### config.mk
export PLATFORM = sky130hd
export DESIGN_NAME = uart_rx_buffer
export DESIGN_NICKNAME = d
export VERILOG_FILES = /design/src/rtl/uart_pkg.sv /design/src/rtl/sync_2ff.sv /design/src/rtl/uart_rx_buffer.sv
export SDC_FILE = /design/constraint.sdc
export NUM_CORES = 1
export LEC_CHECK = 0
export ABC_AREA = 1
export BUFFER_PORTS_ARGS = -buffer_cell sky130_fd_sc_hd__buf_2
export CAP_MARGIN = 20
export CORE_UTILIZATION = 52
export DETAILED_ROUTE_END_ITERATION = 8
export GPL_ROUTABILITY_DRIVEN = 0
export GPL_TIMING_DRIVEN = 0
export PLACE_DENSITY = 0.81
export SKIP_CTS_REPAIR_TIMING = 1
export SLEW_MARGIN = 40
export SYNTH_ARGS = -nofsm -noshare
export SYNTH_HDL_FRONTEND = slang
export SYNTH_HIERARCHICAL = 1
export SYNTH_SLANG_ARGS = --single-unit
export TNS_END_PERCENT = 10
### constraint.sdc
create_clock -name clk -period 1.4 [get_ports clk]
set_input_delay 0.21 -clock clk [delete_from_list [all_inputs] [get_ports clk]]
set_output_delay 0.21 -clock clk [all_outputs]
set_load 0.03 [all_outputs]
### src/rtl/uart_pkg.sv
// Shared constants and FSM encoding for the 8N1 UART receive buffer.
package uart_pkg;

    localparam int CLKS_PER_BIT_DEF = 434;
    localparam int DATA_BITS        = 8;
    localparam int SYNC_STAGES      = 2;

    typedef enum logic [2:0] {
        IDLE,
        START,
        DATA,
        STOP,
        BREAK
    } rx_state_e;

endpackage

### src/rtl/sync_2ff.sv
// Two-flop synchronizer for an asynchronous single-bit input, with a
// configurable reset value so an idle-high line does not fake a start.
module sync_2ff
    import uart_pkg::*;
#(
    parameter logic RST_VAL = 1'b1
) (
    input  logic clk,
    input  logic rst,
    input  logic d,
    output logic q
);

    logic [SYNC_STAGES-1:0] ff_q;
    logic [SYNC_STAGES-1:0] ff_d;

    always_comb ff_d = {ff_q[SYNC_STAGES-2:0], d};

    always_ff @(posedge clk or posedge rst) begin
        if (rst) ff_q <= {SYNC_STAGES{RST_VAL}};
        else     ff_q <= ff_d;
    end

    assign q = ff_q[SYNC_STAGES-1];

endmodule

### src/rtl/uart_rx_buffer.sv
// 8N1 receiver with start/stop checking and a single holding register whose
// contents survive a read, so the consumer may sample data_out after popping.
module uart_rx_buffer
    import uart_pkg::*;
#(
    parameter int CLKS_PER_BIT = CLKS_PER_BIT_DEF
) (
    input  logic       clk,
    input  logic       reset,
    input  logic       serial_in,
    input  logic       read,
    output logic       ready,
    output logic [7:0] data_out,
    output logic       overrun,
    output logic       frame_err
);

    localparam int CNT_W = $clog2(CLKS_PER_BIT);
    localparam logic [CNT_W-1:0] CNT_LAST = CNT_W'(CLKS_PER_BIT - 1);
    localparam logic [CNT_W-1:0] CNT_MID  = CNT_W'(CLKS_PER_BIT / 2 - 1);
    localparam logic [2:0]       BIT_LAST = 3'(DATA_BITS - 1);

    logic rx_s;

    sync_2ff #(.RST_VAL(1'b1)) u_sync (
        .clk (clk),
        .rst (reset),
        .d   (serial_in),
        .q   (rx_s)
    );

    rx_state_e        state_q, state_d;
    logic [CNT_W-1:0] clk_cnt_q, clk_cnt_d;
    logic [2:0]       bit_cnt_q, bit_cnt_d;
    logic [7:0]       shift_q, shift_d;
    logic [7:0]       data_q, data_d;
    logic             ready_q, ready_d;
    logic             overrun_q, overrun_d;
    logic             frame_err_q, frame_err_d;
    logic             stop_ok;

    always_comb begin
        state_d     = state_q;
        clk_cnt_d   = clk_cnt_q + CNT_W'(1);
        bit_cnt_d   = bit_cnt_q;
        shift_d     = shift_q;
        frame_err_d = 1'b0;
        stop_ok     = 1'b0;

        unique case (state_q)
            IDLE: begin
                clk_cnt_d = '0;
                if (!rx_s) state_d = START;
            end
            START: begin
                if (clk_cnt_q == CNT_MID) begin
                    clk_cnt_d = '0;
                    bit_cnt_d = '0;
                    state_d   = rx_s ? IDLE : DATA;
                end
            end
            DATA: begin
                if (clk_cnt_q == CNT_LAST) begin
                    clk_cnt_d = '0;
                    shift_d   = {rx_s, shift_q[7:1]};
                    bit_cnt_d = bit_cnt_q + 3'd1;
                    if (bit_cnt_q == BIT_LAST) state_d = STOP;
                end
            end
            STOP: begin
                if (clk_cnt_q == CNT_LAST) begin
                    clk_cnt_d = '0;
                    if (rx_s) begin
                        stop_ok = 1'b1;
                        state_d = IDLE;
                    end else begin
                        frame_err_d = 1'b1;
                        state_d     = BREAK;
                    end
                end
            end
            BREAK: begin
                // Hold off start detection until the line break ends.
                clk_cnt_d = '0;
                if (rx_s) state_d = IDLE;
            end
            default: state_d = IDLE;
        endcase
    end

    always_comb begin
        ready_d   = ready_q;
        data_d    = data_q;
        overrun_d = 1'b0;

        if (read && ready_q) ready_d = 1'b0;

        // A read in the delivery clock frees the slot for the new byte.
        if (stop_ok) begin
            if (!ready_q || read) begin
                data_d  = shift_q;
                ready_d = 1'b1;
            end else begin
                overrun_d = 1'b1;
            end
        end
    end

    always_ff @(posedge clk or posedge reset) begin
        if (reset) begin
            state_q     <= IDLE;
            clk_cnt_q   <= '0;
            bit_cnt_q   <= '0;
            shift_q     <= '0;
            data_q      <= '0;
            ready_q     <= 1'b0;
            overrun_q   <= 1'b0;
            frame_err_q <= 1'b0;
        end else begin
            state_q     <= state_d;
            clk_cnt_q   <= clk_cnt_d;
            bit_cnt_q   <= bit_cnt_d;
            shift_q     <= shift_d;
            data_q      <= data_d;
            ready_q     <= ready_d;
            overrun_q   <= overrun_d;
            frame_err_q <= frame_err_d;
        end
    end

    assign ready     = ready_q;
    assign data_out  = data_q;
    assign overrun   = overrun_q;
    assign frame_err = frame_err_q;

endmodule

==> impl_metrics.sql, run 1 <==
INSERT INTO impl_metrics (metric_group, metric, value, unit) VALUES
('outcome', 'outcome', 'finished, violations left', ''),
('outcome', 'violated_checks', 'negative setup slack', ''),
('clock_network', 'cts-buffers-inserted', '5', ''),
('yosys', 'synth_largest_area_cell', 'sky130_fd_sc_hd__dfrtp_1', ''),
('global_routing', 'global_route_usage_over_all_layers', '18.27', '%'),
('sta', 'report.final.setup_viol', '22', ''),
('die', 'starting_density_of_the_core', '55.80', '%'),
('clock_network', 'clock_latency_late_sink', '0.34', 'ns'),
('global_routing', 'grt_pass1_wl', '4692', 'um'),
('setup_path', 'rr_worst_depth', '10', ''),
('setup_path', 'cp_max_fo', '8', ''),
('die', 'fp.dieW', '59.94', 'um'),
('setup_path', 'cp_common_cell', 'sky130_fd_sc_hd__inv_2', ''),
('die', 'die_footprint', '3592', 'sq um'),
('global_routing', 'vias_in_the_first_global_route', '1080', ''),
('min_path', 'min_from', 'read', ''),
('setup_path', 'family_with_the_most_delay_on_the_worst_path', 'simple AND/OR/NAND/NOR gates', ''),
('setup_path', 'cp-end-kind', 'register', ''),
('clock_network', 'cts_tree', 'done', ''),
('die', 'die_h', '59.94', 'um'),
('routing', 'detail_route.first_pass.iterations', '4', ''),
('sta', 'post-route-worst-setup-slack', '-0.1512', 'ns'),
('sta', 'whs', '0.1820', 'ns'),
('yosys', 'synth_enable_flop_cells', '0', ''),
('yosys', 'mappedNetlistNets', '214', ''),
('routing', 'detail_route.iter0.violations', '63', ''),
('routing', 'routed_via_count_divided_by_cell_count', '4.854', ''),
('routing', 'route.detailed.wl_per_inst', '11.08', 'um'),
('yosys', 'ys_seq_area_share', '51.76', '%'),
('routing', 'detail-route-antenna-nets', '0', ''),
('yosys', 'postSynth.topFlopCell', 'sky130_fd_sc_hd__dfrtp_1', ''),
('global_routing', 'grt_max_degree', '35', ''),
('sta', 'fin_skew', '0.01067', 'ns'),
('setup_path', 'timing.critical_path.arrival', '1.79', 'ns'),
('clock_network', 'cts_root_buf', 'sky130_fd_sc_hd__clkbuf_4', ''),
('power_and_ir_drop', 'ir_worst_vdd', '0.0005533', 'V'),
('routing', 'route.final.wire_length', '3101', 'um'),
('setup_path', 'crit_chain', 'inv_2 > ha_4 > nand2_4 > nor2_4 > nand2_2 > inv_2 > nand3_4 > buf_4 > nand2_1 > o21ai_2', ''),
('power_and_ir_drop', 'leakage_power_of_the_design', '0.001102', 'uW'),
('placed_design', 'io_buffer_count', '14', ''),
('layout', 'layout-area-overhead-vs-synth', '22.15', '%'),
('sta', 'finalSetupTns', '-1.286', 'ns'),
('yosys', 'synth.top_cells.by_area', 'sky130_fd_sc_hd__dfrtp_1 49%, sky130_fd_sc_hd__nand2_1 12%, sky130_fd_sc_hd__inv_1 7.1%', ''),
('setup_path', 'critical-path-slowest-cell', 'sky130_fd_sc_hd__dfrtp_1', ''),
('layout', 'drive_above_1_share', '28.81', '%'),
('power_and_ir_drop', 'finalPower', '1801', 'uW'),
('layout', 'fin_nets', '244', ''),
('setup_path', 'r2r_start', 'clk_cnt_q[1]', ''),
('clock_network', 'depth_of_the_cts_h_tree', '2', ''),
('yosys', 'syn_warnings', '6', ''),
('run', 'max_cap_viol_count', '0', ''),
('setup_path', 'critPathMaxStageDelay', '0.42', 'ns'),
('setup_path', 'reg2reg_setup_slack', '-0.15', 'ns'),
('sta', 'timing_max_transition_violations_final', '0', ''),
('setup_path', 'reg2reg_to', 'data_out[6]', ''),
('sta', 'max_freq', '0.6447', 'GHz'),
('setup_path', 'worst_ep_required_time', '1.63', 'ns'),
('sta', 'layout_worst_path_cycle_share', '110.8', '%'),
('layout', 'fill_cells', '249', ''),
('clock_network', 'clk_transition_reported_paths', '0.11', 'ns'),
('power_and_ir_drop', 'powerDensity', '844.7', 'nW/um^2'),
('setup_path', 'critPathBufInv', '3', ''),
('yosys', 'synth.cells.most_frequent', '56 x sky130_fd_sc_hd__nand2_1, 34 x sky130_fd_sc_hd__dfrtp_1, 33 x sky130_fd_sc_hd__inv_1', ''),
('layout', 'antenna-diode-count', '0', ''),
('sta', 'setup_repair_after_global_routing_missed_its_margin', 'yes', ''),
('global_routing', 'antenna_found_initial', '0', ''),
('clock_network', 'cts_sinks', '36', ''),
('layout', 'fin_cells', '280', ''),
('placed_design', 'dpl_worst_slack', '-0.1374', 'ns'),
('global_routing', 'overflow', '0', ''),
('yosys', 'postSynth.asyncResetShare', '100.0', '%');
kinds of logic (layout without fill, tap and decap cells):
group                      Yosys count  in the layout  share of synthesized area, %
and+or+nand+nor                    104            105                         27.17
buffers and inverters               39             69                         8.888
DFF                                 36             36                         51.76
AOI/OAI and AO/OA                   17             17                         6.594
adders and majority gates            5              5                         3.584
xor gates and xnor gates             4              4                         2.008
final cells by class:
type,instances,share of cell area [%]
buffer,2,1.467
sequential,36,42.43
clock buffer,6,1.937
tap,44,2.582
timing repair buffer,22,7.336
clock inverter,2,1.643
inverter,37,6.631
multi-input combinational,131,35.97
layout by cell type, fill, tap and decap left out, types with 5 or more instances in the layout:
master / instances
sky130_fd_sc_hd__nand2_2: 8
sky130_fd_sc_hd__inv_2: 6
sky130_fd_sc_hd__inv_1: 30
sky130_fd_sc_hd__dfrtp_1: 33
sky130_fd_sc_hd__o21ai_2: 8
sky130_fd_sc_hd__buf_2: 14
sky130_fd_sc_hd__nand2_1: 51
sky130_fd_sc_hd__nor2_1: 16
sky130_fd_sc_hd__nand3_1: 12
sky130_fd_sc_hd__o21ai_1: 7
sky130_fd_sc_hd__clkbuf_4: 5
worst register-to-register path, cell delays in order (launching register included):
cell,delay [ns]
sky130_fd_sc_hd__dfrtp_1,0.42
sky130_fd_sc_hd__inv_2,0.09
sky130_fd_sc_hd__ha_4,0.14
sky130_fd_sc_hd__nand2_4,0.05
sky130_fd_sc_hd__nor2_4,0.14
sky130_fd_sc_hd__nand2_2,0.10
sky130_fd_sc_hd__inv_2,0.08
sky130_fd_sc_hd__nand3_4,0.14
sky130_fd_sc_hd__buf_4,0.18
sky130_fd_sc_hd__nand2_1,0.06
sky130_fd_sc_hd__o21ai_2,0.05
registers in the layout, summed over array words and instances, names as in the netlist:
name and flops:
shift_q 8, overrun 1, state_q 3, ready 1
u_sync/ff_q 2, data_out 8, frame_err 1, clk_cnt_q 9
bit_cnt_q 3
worst max-delay path by stage:
stage,startpoint,end,slack [ns],depth (start not counted)
2_1_floorplan,clk_cnt_q[1],data_out[0],0.03,10
6_report,clk_cnt_q[1],data_out[6],-0.15,10
4_1_cts,clk_cnt_q[0],clk_cnt_q[3],-0.16,9
3_5_place_dp,clk_cnt_q[0],clk_cnt_q[3],-0.14,9
5_1_grt,clk_cnt_q[1],data_out[6],-0.21,10
3_3_place_gp,clk_cnt_q[0],clk_cnt_q[0],-0.11,9
power breakdown:
part | internal (uW) | total [uW] | switching [uW]
sequential | 1040 | 1050 | 2.67
clock | 374 | 722 | 347
combinational | 8.18 | 32.1 | 23.9
total | 1430 | 1800 | 374
metrics by stage:
step | area [sq um] | util (%)
final | 2132 | 68.16
after detailed placement | 1873 | 59.88
after floorplan | 1748 | -
after global routing | 2132 | 68.16
after CTS | 1949 | 62.32
after global placement | 1873 | 59.88
layer usage:
layer / up-vias / wire length [um] / GRT usage, %
met5: - / 0 / 0
met4: 0 / 61 / 7.973
met3: 7 / 136 / 5.844
met2: 34 / 1391 / 26.83
met1: 626 / 1511 / 24.72
li1: 692 / - / -
Note: power is estimated with default switching activity, not from simulation.
==> run 2: changes to the inputs <==
--- a/config.mk
+++ b/config.mk
@@ -17,6 +17,5 @@
 export SLEW_MARGIN = 40
 export SYNTH_ARGS = -nofsm -noshare
 export SYNTH_HDL_FRONTEND = slang
-export SYNTH_HIERARCHICAL = 1
 export SYNTH_SLANG_ARGS = --single-unit
 export TNS_END_PERCENT = 10
==> run 2 against run 1 <==
Net effect: the flow finishes with violations (negative hold slack, negative setup slack); clock skew fell by 0.0043 ns; total power decreased by 7.4%; sequential share of layout area up 0.85 points; combinational power fell by 9.0%; non-clock buffer count shrank 3; hold slack got worse by 0.22 ns; sequential power barely moved; critical path type unchanged; largest cell class unchanged; highest routed layer unchanged.
==> impl_metrics.sql, run 2 <==
INSERT INTO impl_metrics (metric_group, metric, value, unit) VALUES
('clock_network', 'cts_sinks', '36', ''),
('layout', 'mostFrequentLayoutCell', 'sky130_fd_sc_hd__nand2_1', ''),
('die', 'num_rows', '20', ''),
('global_routing', 'grt_util_met2', '26.69', '%'),
('clock_network', 'clock_tree.buffer_depth', '2', ''),
('setup_path', 'r2r_start', 'clk_cnt_q[1]', ''),
('global_routing', 'grt_max_degree', '37', ''),
('yosys', 'synth.cells.most_frequent', '58 x sky130_fd_sc_hd__nand2_1, 34 x sky130_fd_sc_hd__dfrtp_1, 31 x sky130_fd_sc_hd__inv_1', ''),
('sta', 'fin_skew', '0.006361', 'ns'),
('sta', 'max_freq', '0.6506', 'GHz'),
('routing', 'detail_route.drc_violations', '0', ''),
('sta', 'finalWorstPathRequiredPeriod', '1.537', 'ns'),
('power_and_ir_drop', 'powerDensity', '796.6', 'nW/um^2'),
('setup_path', 'critPathMaxStageDelay', '0.43', 'ns'),
('setup_path', 'crit_chain', 'inv_2 > ha_4 > nand2_4 > nor2_4 > nand2_4 > clkinv_4 > nand3_4 > buf_12 > nand2_4 > o21ai_2', ''),
('routing', 'route.vias.total', '1296', ''),
('die', 'fp.dieW', '60.25', 'um'),
('setup_path', 'critical-path-slowest-cell', 'sky130_fd_sc_hd__dfrtp_1', ''),
('global_routing', 'globalRouteMet3Util', '5.844', '%'),
('routing', 'route.detailed.wl_per_inst', '10.99', 'um'),
('clock_network', 'cts_root_buf', 'sky130_fd_sc_hd__clkbuf_4', ''),
('setup_path', 'reg2reg_setup_slack', '-0.14', 'ns'),
('layout', 'fill_cells', '230', ''),
('sta', 'setup_repair_after_global_routing_missed_its_margin', 'yes', ''),
('yosys', 'postSynth.topFlopCell', 'sky130_fd_sc_hd__dfrtp_1', ''),
('layout', 'fin_cells', '276', ''),
('yosys', 'synth_enable_flop_cells', '0', ''),
('global_routing', 'antenna_found_initial', '0', ''),
('setup_path', 'cp_common_cell', 'sky130_fd_sc_hd__nand2_4', ''),
('layout', 'largest_register_ff_count', '9', ''),
('yosys', 'postSynth.asyncResetShare', '100.0', '%'),
('yosys', 'synth_top_area_share', '48.23', '%'),
('setup_path', 'rr_worst_depth', '10', ''),
('outcome', 'outcome', 'finished, violations left', ''),
('yosys', 'area_of_the_mapped_netlist', '1764', 'sq um'),
('die', 'core_area', '3128', 'sq um'),
('yosys', 'yosysMostFrequentCell', 'sky130_fd_sc_hd__nand2_1', ''),
('min_path', 'min_path_type', 'primary input to async pin', ''),
('global_routing', 'top_usage_layer', 'met2', ''),
('global_routing', 'grt_pass1_wl', '4788', 'um'),
('placed_design', 'io_buffer_count', '14', ''),
('layout', 'fin_nets', '240', ''),
('sta', 'report.final.setup_viol', '22', ''),
('yosys', 'ys_seq_area_share', '51.21', '%'),
('yosys', 'mappedNetlistNets', '214', ''),
('die', 'starting_density_of_the_core', '56.40', '%'),
('routing', 'routed_via_count_divided_by_cell_count', '4.696', ''),
('die', 'die_footprint', '3629', 'sq um'),
('layout', 'final_cell_mix', '54 x sky130_fd_sc_hd__nand2_1, 32 x sky130_fd_sc_hd__dfrtp_1, 29 x sky130_fd_sc_hd__inv_1, 15 x sky130_fd_sc_hd__nor2_1, 14 x sky130_fd_sc_hd__buf_2', ''),
('setup_path', 'reg2reg_to', 'data_out[1]', ''),
('layout', 'drive_above_1_share', '28.45', '%'),
('yosys', 'synth.top_cells.by_area', 'sky130_fd_sc_hd__dfrtp_1 48%, sky130_fd_sc_hd__nand2_1 12%, sky130_fd_sc_hd__inv_1 6.6%', ''),
('sta', 'layout_worst_path_cycle_share', '109.8', '%'),
('setup_path', 'timing.critical_path.arrival', '1.79', 'ns'),
('placed_design', 'hpwl', '2010', 'um'),
('sta', 'final-hold-violation-count', '34', ''),
('sta', 'timing_max_transition_violations_final', '0', ''),
('setup_path', 'critPathLaunchType', 'register', ''),
('clock_network', 'clk_transition_reported_paths', '0.11', 'ns'),
('routing', 'detail_route.iter0.violations', '47', ''),
('layout', 'layout-area-overhead-vs-synth', '18.65', '%'),
('run', 'max_cap_viol_count', '0', ''),
('clock_network', 'cts_tree', 'done', ''),
('placed_design', 'dpl.cell_count', '263', ''),
('setup_path', 'worst_setup_path_type', 'register to register', ''),
('clock_network', 'cts-buffers-inserted', '5', ''),
('global_routing', 'groute.layer.met1.usage', '24.93', '%'),
('power_and_ir_drop', 'ir_worst_vdd', '0.0005484', 'V'),
('outcome', 'violated_checks', 'negative hold slack, negative setup slack', ''),
('die', 'ioPinCount', '15', ''),
('die', 'die_h', '60.25', 'um'),
('layout', 'top_register', 'clk_cnt_q', ''),
('sta', 'slew_hr', '51.88', '%'),
('global_routing', 'vias_in_the_first_global_route', '1103', ''),
('clock_network', 'clock_latency_late_sink', '0.35', 'ns'),
('global_routing', 'overflow', '0', ''),
('sta', 'finalSetupTns', '-1.455', 'ns'),
('sta', 'whs', '-0.03485', 'ns'),
('routing', 'detail-route-antenna-nets', '0', ''),
('setup_path', 'worst_ep_required_time', '1.65', 'ns'),
('yosys', 'number_of_storage_elements_in_the_synthesis_netlist', '36', ''),
('sta', 'post-route-worst-setup-slack', '-0.1370', 'ns'),
('global_routing', 'global_route_usage_over_all_layers', '18.19', '%'),
('yosys', 'post_synthesis_cell_count', '205', ''),
('yosys', 'synth_largest_area_cell', 'sky130_fd_sc_hd__dfrtp_1', ''),
('yosys', 'syn_warnings', '0', ''),
('clock_network', 'depth_of_the_cts_h_tree', '2', ''),
('layout', 'antenna-diode-count', '0', ''),
('sta', 'worstMarginPinSlew', '0.7207', 'ns'),
('yosys', 'post_syn_area_per_cell', '8.606', 'sq um'),
('power_and_ir_drop', 'leakage_power_of_the_design', '0.001082', 'uW'),
('yosys', 'synth_cell_type_count', '25', ''),
('setup_path', 'cp_max_fo', '8', ''),
('routing', 'detail_route.first_pass.iterations', '4', ''),
('setup_path', 'cp-end-kind', 'register', ''),
('routing', 'route.final.wire_length', '3033', 'um');
## run 2: metrics by stage
| stage | cell area, sq um | utilization (%) | setup slack [ns] | total power [uW] |
|---|---|---|---|---|
| 3_3_place_gp | 1889 | 60.40 | -0.1787 | 1095 |
| 4_1_cts | 1952 | 62.40 | -0.2087 | 1687 |
| 5_1_grt | 2093 | 66.92 | -0.1956 | 1739 |
| 6_report | 2093 | 66.92 | -0.1370 | 1668 |
| 3_5_place_dp | 1889 | 60.40 | -0.1849 | 1096 |
| 2_1_floorplan | 1764 | - | 0.03796 | 1085 |
## run 2: kinds of logic after synthesis
logic type,count (synthesis),synth area share [%]
AOI/OAI and AO/OA,16,6.241
and+or+nand+nor,106,27.80
buffers and inverters,38,9.220
adders and majority gates,5,3.546
xor gates and xnor gates,4,1.986
DFF,36,51.21
## run 2: worst max path at each step
stage / slack (ns) / from / cells past startpoint / to
5_1_grt: -0.20 / clk_cnt_q[1] / 10 / data_out[1]
4_1_cts: -0.21 / clk_cnt_q[0] / 9 / clk_cnt_q[2]
6_report: -0.14 / clk_cnt_q[1] / 10 / data_out[1]
3_5_place_dp: -0.18 / clk_cnt_q[0] / 9 / clk_cnt_q[2]
2_1_floorplan: 0.04 / clk_cnt_q[0] / 9 / clk_cnt_q[0]
3_3_place_gp: -0.18 / clk_cnt_q[0] / 9 / clk_cnt_q[0]
## run 2: cell type report
class | instances | area, sq um | area share (%)
Buffer | 2 | 31.28 | 1.494
Clock buffer | 7 | 55.05 | 2.630
Clock inverter | 1 | 7.507 | 0.3586
Inverter | 36 | 140.1 | 6.695
Multi-Input combinational cell | 131 | 770.7 | 36.82
Sequential cell | 36 | 905.9 | 43.28
Tap cell | 44 | 55.05 | 2.630
Timing Repair Buffer | 19 | 127.6 | 6.097
## run 2: worst max-delay path, delay by kind of cell (launching register included)
kind	cells	cell delay (ns)
AND/OR/NAND/NOR	5	0.47
flip-flops	1	0.43
buffers and inverters	3	0.36
adder cells (fa/ha/maj)	1	0.14
AO/OA/AOI/OAI	1	0.04
## run 2: per-layer routing
layer / share of wire, % / up-vias
li1: - / 679
met3: 3.7 / 5
met1: 49 / 588
met2: 46 / 24
met5: 0 / -
met4: 1.3 / 0
## run 2: power breakdown
group / leakage (uW) / total (uW) / internal, uW / switching, uW
logic: 0.000571 / 29.2 / 6.17 / 23.0
clock network: 0.0000315 / 591 / 246 / 346
registers: 0.000479 / 1050 / 1040 / 2.34
total: 0.00108 / 1670 / 1300 / 371
==> run 3: changes to the inputs <==
--- a/config.mk
+++ b/config.mk
@@ -5,13 +5,13 @@
 export SDC_FILE = /design/constraint.sdc
 export NUM_CORES = 1
 export LEC_CHECK = 0
-export ABC_AREA = 1
 export BUFFER_PORTS_ARGS = -buffer_cell sky130_fd_sc_hd__buf_2
 export CAP_MARGIN = 20
 export CORE_UTILIZATION = 52
 export DETAILED_ROUTE_END_ITERATION = 8
 export GPL_ROUTABILITY_DRIVEN = 0
 export GPL_TIMING_DRIVEN = 0
+export MAX_ROUTING_LAYER = met4
 export PLACE_DENSITY = 0.81
 export SKIP_CTS_REPAIR_TIMING = 1
 export SLEW_MARGIN = 40
==> run 3 against run 2 <==
Net effect: the flow finishes with violations (design-rule violations, negative setup slack); via count shrank 17%; clock-buffer cell count shrank 1; die area shrank 7.3%; first-iteration DRC count shrank 13%; cell count shrank 30%; sequential share of layout area grew 3.4 points; fmax shrank 20%; register-to-register slack lost 0.37 ns; setup slack lost 0.37 ns; hold slack gained 0.22 ns; final area shrank 7.5%; critical endpoint is now data_out[0]; highest routed layer unchanged.
==> impl_metrics.sql, run 3 <==
INSERT INTO impl_metrics (metric_group, metric, value, unit) VALUES
('global_routing', 'grt_util_met2', '32.35', '%'),
('die', 'starting_density_of_the_core', '57.15', '%'),
('layout', 'antenna-diode-count', '0', ''),
('global_routing', 'grt_pass1_wl', '4574', 'um'),
('min_path', 'hold-path-endpoint', 'overrun', ''),
('power_and_ir_drop', 'ir_worst_vdd', '0.0006375', 'V'),
('routing', 'detail_route.first_pass.iterations', '6', ''),
('sta', 'setup_repair_after_global_routing_missed_its_margin', 'yes', ''),
('clock_network', 'cts-buffers-inserted', '5', ''),
('global_routing', 'global_route_usage_over_all_layers', '19.25', '%'),
('sta', 'finalWorstPathRequiredPeriod', '1.910', 'ns'),
('routing', 'detail_route.drc_violations', '2', ''),
('setup_path', 'cp-end-kind', 'register', ''),
('yosys', 'ys_seq_area_share', '55.41', '%'),
('global_routing', 'vias_in_the_first_global_route', '1078', ''),
('global_routing', 'overflow', '0', ''),
('outcome', 'violated_checks', 'design-rule violations, negative setup slack', ''),
('layout', 'drive_above_1_share', '37.27', '%'),
('layout', 'final_cell_mix', '33 x sky130_fd_sc_hd__dfrtp_1, 19 x sky130_fd_sc_hd__nor2_1, 14 x sky130_fd_sc_hd__buf_2, 9 x sky130_fd_sc_hd__mux2_2, 8 x sky130_fd_sc_hd__mux2_4', ''),
('setup_path', 'timing.critical_path.arrival', '2.15', 'ns'),
('global_routing', 'antenna_found_initial', '0', ''),
('sta', 'timing_max_transition_violations_final', '0', ''),
('global_routing', 'grt_max_degree', '37', ''),
('yosys', 'post_syn_area_per_cell', '12.17', 'sq um'),
('setup_path', 'rr_worst_depth', '7', ''),
('sta', 'whs', '0.1812', 'ns'),
('yosys', 'synth.cells.most_frequent', '34 x sky130_fd_sc_hd__dfrtp_1, 19 x sky130_fd_sc_hd__nor2_1, 17 x sky130_fd_sc_hd__mux2_2', ''),
('die', 'fp.dieW', '58.00', 'um'),
('setup_path', 'cp_max_fo', '8', ''),
('routing', 'routed_via_count_divided_by_cell_count', '5.615', ''),
('layout', 'sequential_cell_area', '904.6', 'sq um'),
('routing', 'detail_route.iter0.violations', '41', ''),
('yosys', 'synth.top_cells.by_area', 'sky130_fd_sc_hd__dfrtp_1 52%, sky130_fd_sc_hd__mux2_2 12%, sky130_fd_sc_hd__nor2_1 4.4%', ''),
('routing', 'route.detailed.wl_per_inst', '15.13', 'um'),
('clock_network', 'depth_of_the_cts_h_tree', '2', ''),
('placed_design', 'dpl_worst_slack', '-0.7921', 'ns'),
('setup_path', 'critPathLaunchType', 'register', ''),
('setup_path', 'worst_setup_path_type', 'register to register', ''),
('setup_path', 'worst_ep_required_time', '1.64', 'ns'),
('outcome', 'outcome', 'finished, violations left', ''),
('yosys', 'synth_enable_flop_cells', '0', ''),
('layout', 'fin_nets', '169', ''),
('yosys', 'postSynth.asyncResetShare', '100.0', '%'),
('yosys', 'number_of_storage_elements_in_the_synthesis_netlist', '36', ''),
('yosys', 'mappedNetlistNets', '143', ''),
('die', 'num_rows', '19', ''),
('yosys', 'synth_top_area_share', '52.19', '%'),
('power_and_ir_drop', 'powerDensity', '927.9', 'nW/um^2'),
('placed_design', 'hpwl', '1975', 'um'),
('layout', 'layout-area-overhead-vs-synth', '18.80', '%'),
('clock_network', 'cts_tree', 'done', ''),
('sta', 'layout_worst_path_cycle_share', '136.4', '%'),
('sta', 'report.final.setup_viol', '33', ''),
('layout', 'multi_input_comb_area', '730.7', 'sq um'),
('power_and_ir_drop', 'leakage_power_of_the_design', '0.0009713', 'uW'),
('die', 'die_footprint', '3363', 'sq um'),
('sta', 'fin_skew', '0.006532', 'ns'),
('layout', 'fill_cells', '215', ''),
('clock_network', 'cts_root_buf', 'sky130_fd_sc_hd__clkbuf_4', ''),
('sta', 'slew_hr', '59.62', '%'),
('placed_design', 'io_buffer_count', '14', ''),
('layout', 'top_register', 'clk_cnt_q', ''),
('clock_network', 'cts_sinks', '36', ''),
('setup_path', 'reg2reg_setup_slack', '-0.51', 'ns'),
('setup_path', 'r2r_start', 'clk_cnt_q[1]', ''),
('global_routing', 'groute.layer.met1.usage', '20.15', '%'),
('sta', 'final-hold-violation-count', '0', ''),
('die', 'ioPinCount', '15', ''),
('clock_network', 'clk_transition_reported_paths', '0.11', 'ns'),
('yosys', 'syn_warnings', '0', ''),
('min_path', 'hold_path_depth', '3', ''),
('global_routing', 'globalRouteMet3Util', '6.250', '%'),
('yosys', 'post_synthesis_cell_count', '134', ''),
('sta', 'worstMarginPinSlew', '0.6049', 'ns'),
('setup_path', 'reg2reg_to', 'data_out[0]', ''),
('layout', 'mostFrequentLayoutCell', 'sky130_fd_sc_hd__dfrtp_1', ''),
('yosys', 'area_of_the_mapped_netlist', '1630', 'sq um'),
('clock_network', 'clock_tree.buffer_depth', '2', ''),
('die', 'core_area', '2853', 'sq um'),
('min_path', 'min_from', 'read', ''),
('sta', 'post-route-worst-setup-slack', '-0.5097', 'ns'),
('min_path', 'min_path_type', 'primary input to register', ''),
('routing', 'route.final.wire_length', '2904', 'um'),
('yosys', 'postSynth.topFlopCell', 'sky130_fd_sc_hd__dfrtp_1', ''),
('routing', 'detail-route-antenna-nets', '0', ''),
('sta', 'max_freq', '0.5236', 'GHz'),
('die', 'die_h', '58.00', 'um'),
('yosys', 'synth_largest_area_cell', 'sky130_fd_sc_hd__dfrtp_1', ''),
('routing', 'route.vias.total', '1078', ''),
('global_routing', 'top_usage_layer', 'met2', ''),
('layout', 'largest_register_ff_count', '9', ''),
('run', 'max_cap_viol_count', '0', ''),
('clock_network', 'clock_latency_late_sink', '0.34', 'ns'),
('yosys', 'yosysMostFrequentCell', 'sky130_fd_sc_hd__dfrtp_1', ''),
('yosys', 'synth_cell_type_count', '36', '');
run 3: power breakdown:
part / switching [uW] / internal, uW / total, uW
clock network: 342 / 374 / 716
registers: 2.65 / 1040 / 1050
logic: 24.6 / 8.88 / 33.5
total: 370 / 1430 / 1800
run 3: per-stage QoR:
stage	total power, uW	setup TNS [ns]	cells	util, %	instance area [sq um]
2_1_floorplan	1086	-10.96	134	-	1630
5_1_grt	1849	-13.79	192	67.89	1937
4_1_cts	1811	-17.72	187	63.64	1815
3_3_place_gp	1095	-15.03	179	60.96	1739
6_report	1797	-11.70	192	67.89	1937
3_5_place_dp	1098	-17.29	179	60.96	1739
run 3: worst max-delay path by stage:
| stage | endpoint | slack (ns) | start | cells after the start |
|---|---|---|---|---|
| 2_1_floorplan | data_out[0] | -0.48 | clk_cnt_q[1] | 6 |
| 3_3_place_gp | data_out[3] | -0.70 | clk_cnt_q[1] | 6 |
| 3_5_place_dp | data_out[5] | -0.79 | clk_cnt_q[1] | 6 |
| 4_1_cts | data_out[5] | -0.79 | clk_cnt_q[1] | 6 |
| 5_1_grt | data_out[2] | -0.57 | clk_cnt_q[1] | 7 |
| 6_report | data_out[0] | -0.51 | clk_cnt_q[1] | 7 |
run 3: routing by layer:
| layer | wire [um] | up-vias | part of all wire (%) |
|---|---|---|---|
| met5 | 0 | - | 0 |
| met4 | 64 | 0 | 2.2 |
| li1 | - | 505 | - |
| met2 | 1470 | 27 | 51 |
| met1 | 1244 | 536 | 43 |
| met3 | 124 | 10 | 4.3 |
run 3: final cells by class:
| class | instances | share of cell area, % |
|---|---|---|
| timing repair buffer | 20 | 6.395 |
| tap | 31 | 2.003 |
| sequential | 36 | 46.71 |
| inverter | 7 | 1.421 |
| clock inverter | 2 | 1.809 |
| buffer | 3 | 1.809 |
| multi-input combinational | 87 | 37.73 |
| clock buffer | 6 | 2.132 |
run 3: kinds of logic after synthesis:
logic type	after synthesis	synth area share, %
flops	36	55.41
fa+ha+maj	5	3.837
mux	20	13.58
simple gates	46	15.89
xor+xnor	7	3.761
compound gates	9	3.914
buf+inv	11	3.607
run 3: worst max-delay path, stage by stage, from the launching register on:
cell and delay, ns:
sky130_fd_sc_hd__dfrtp_1 0.43, sky130_fd_sc_hd__inv_2 0.09, sky130_fd_sc_hd__ha_4 0.12, sky130_fd_sc_hd__and4bb_1 0.25, sky130_fd_sc_hd__nand3_4 0.10, sky130_fd_sc_hd__nor4b_4 0.29
sky130_fd_sc_hd__buf_6 0.20, sky130_fd_sc_hd__mux2_4 0.32
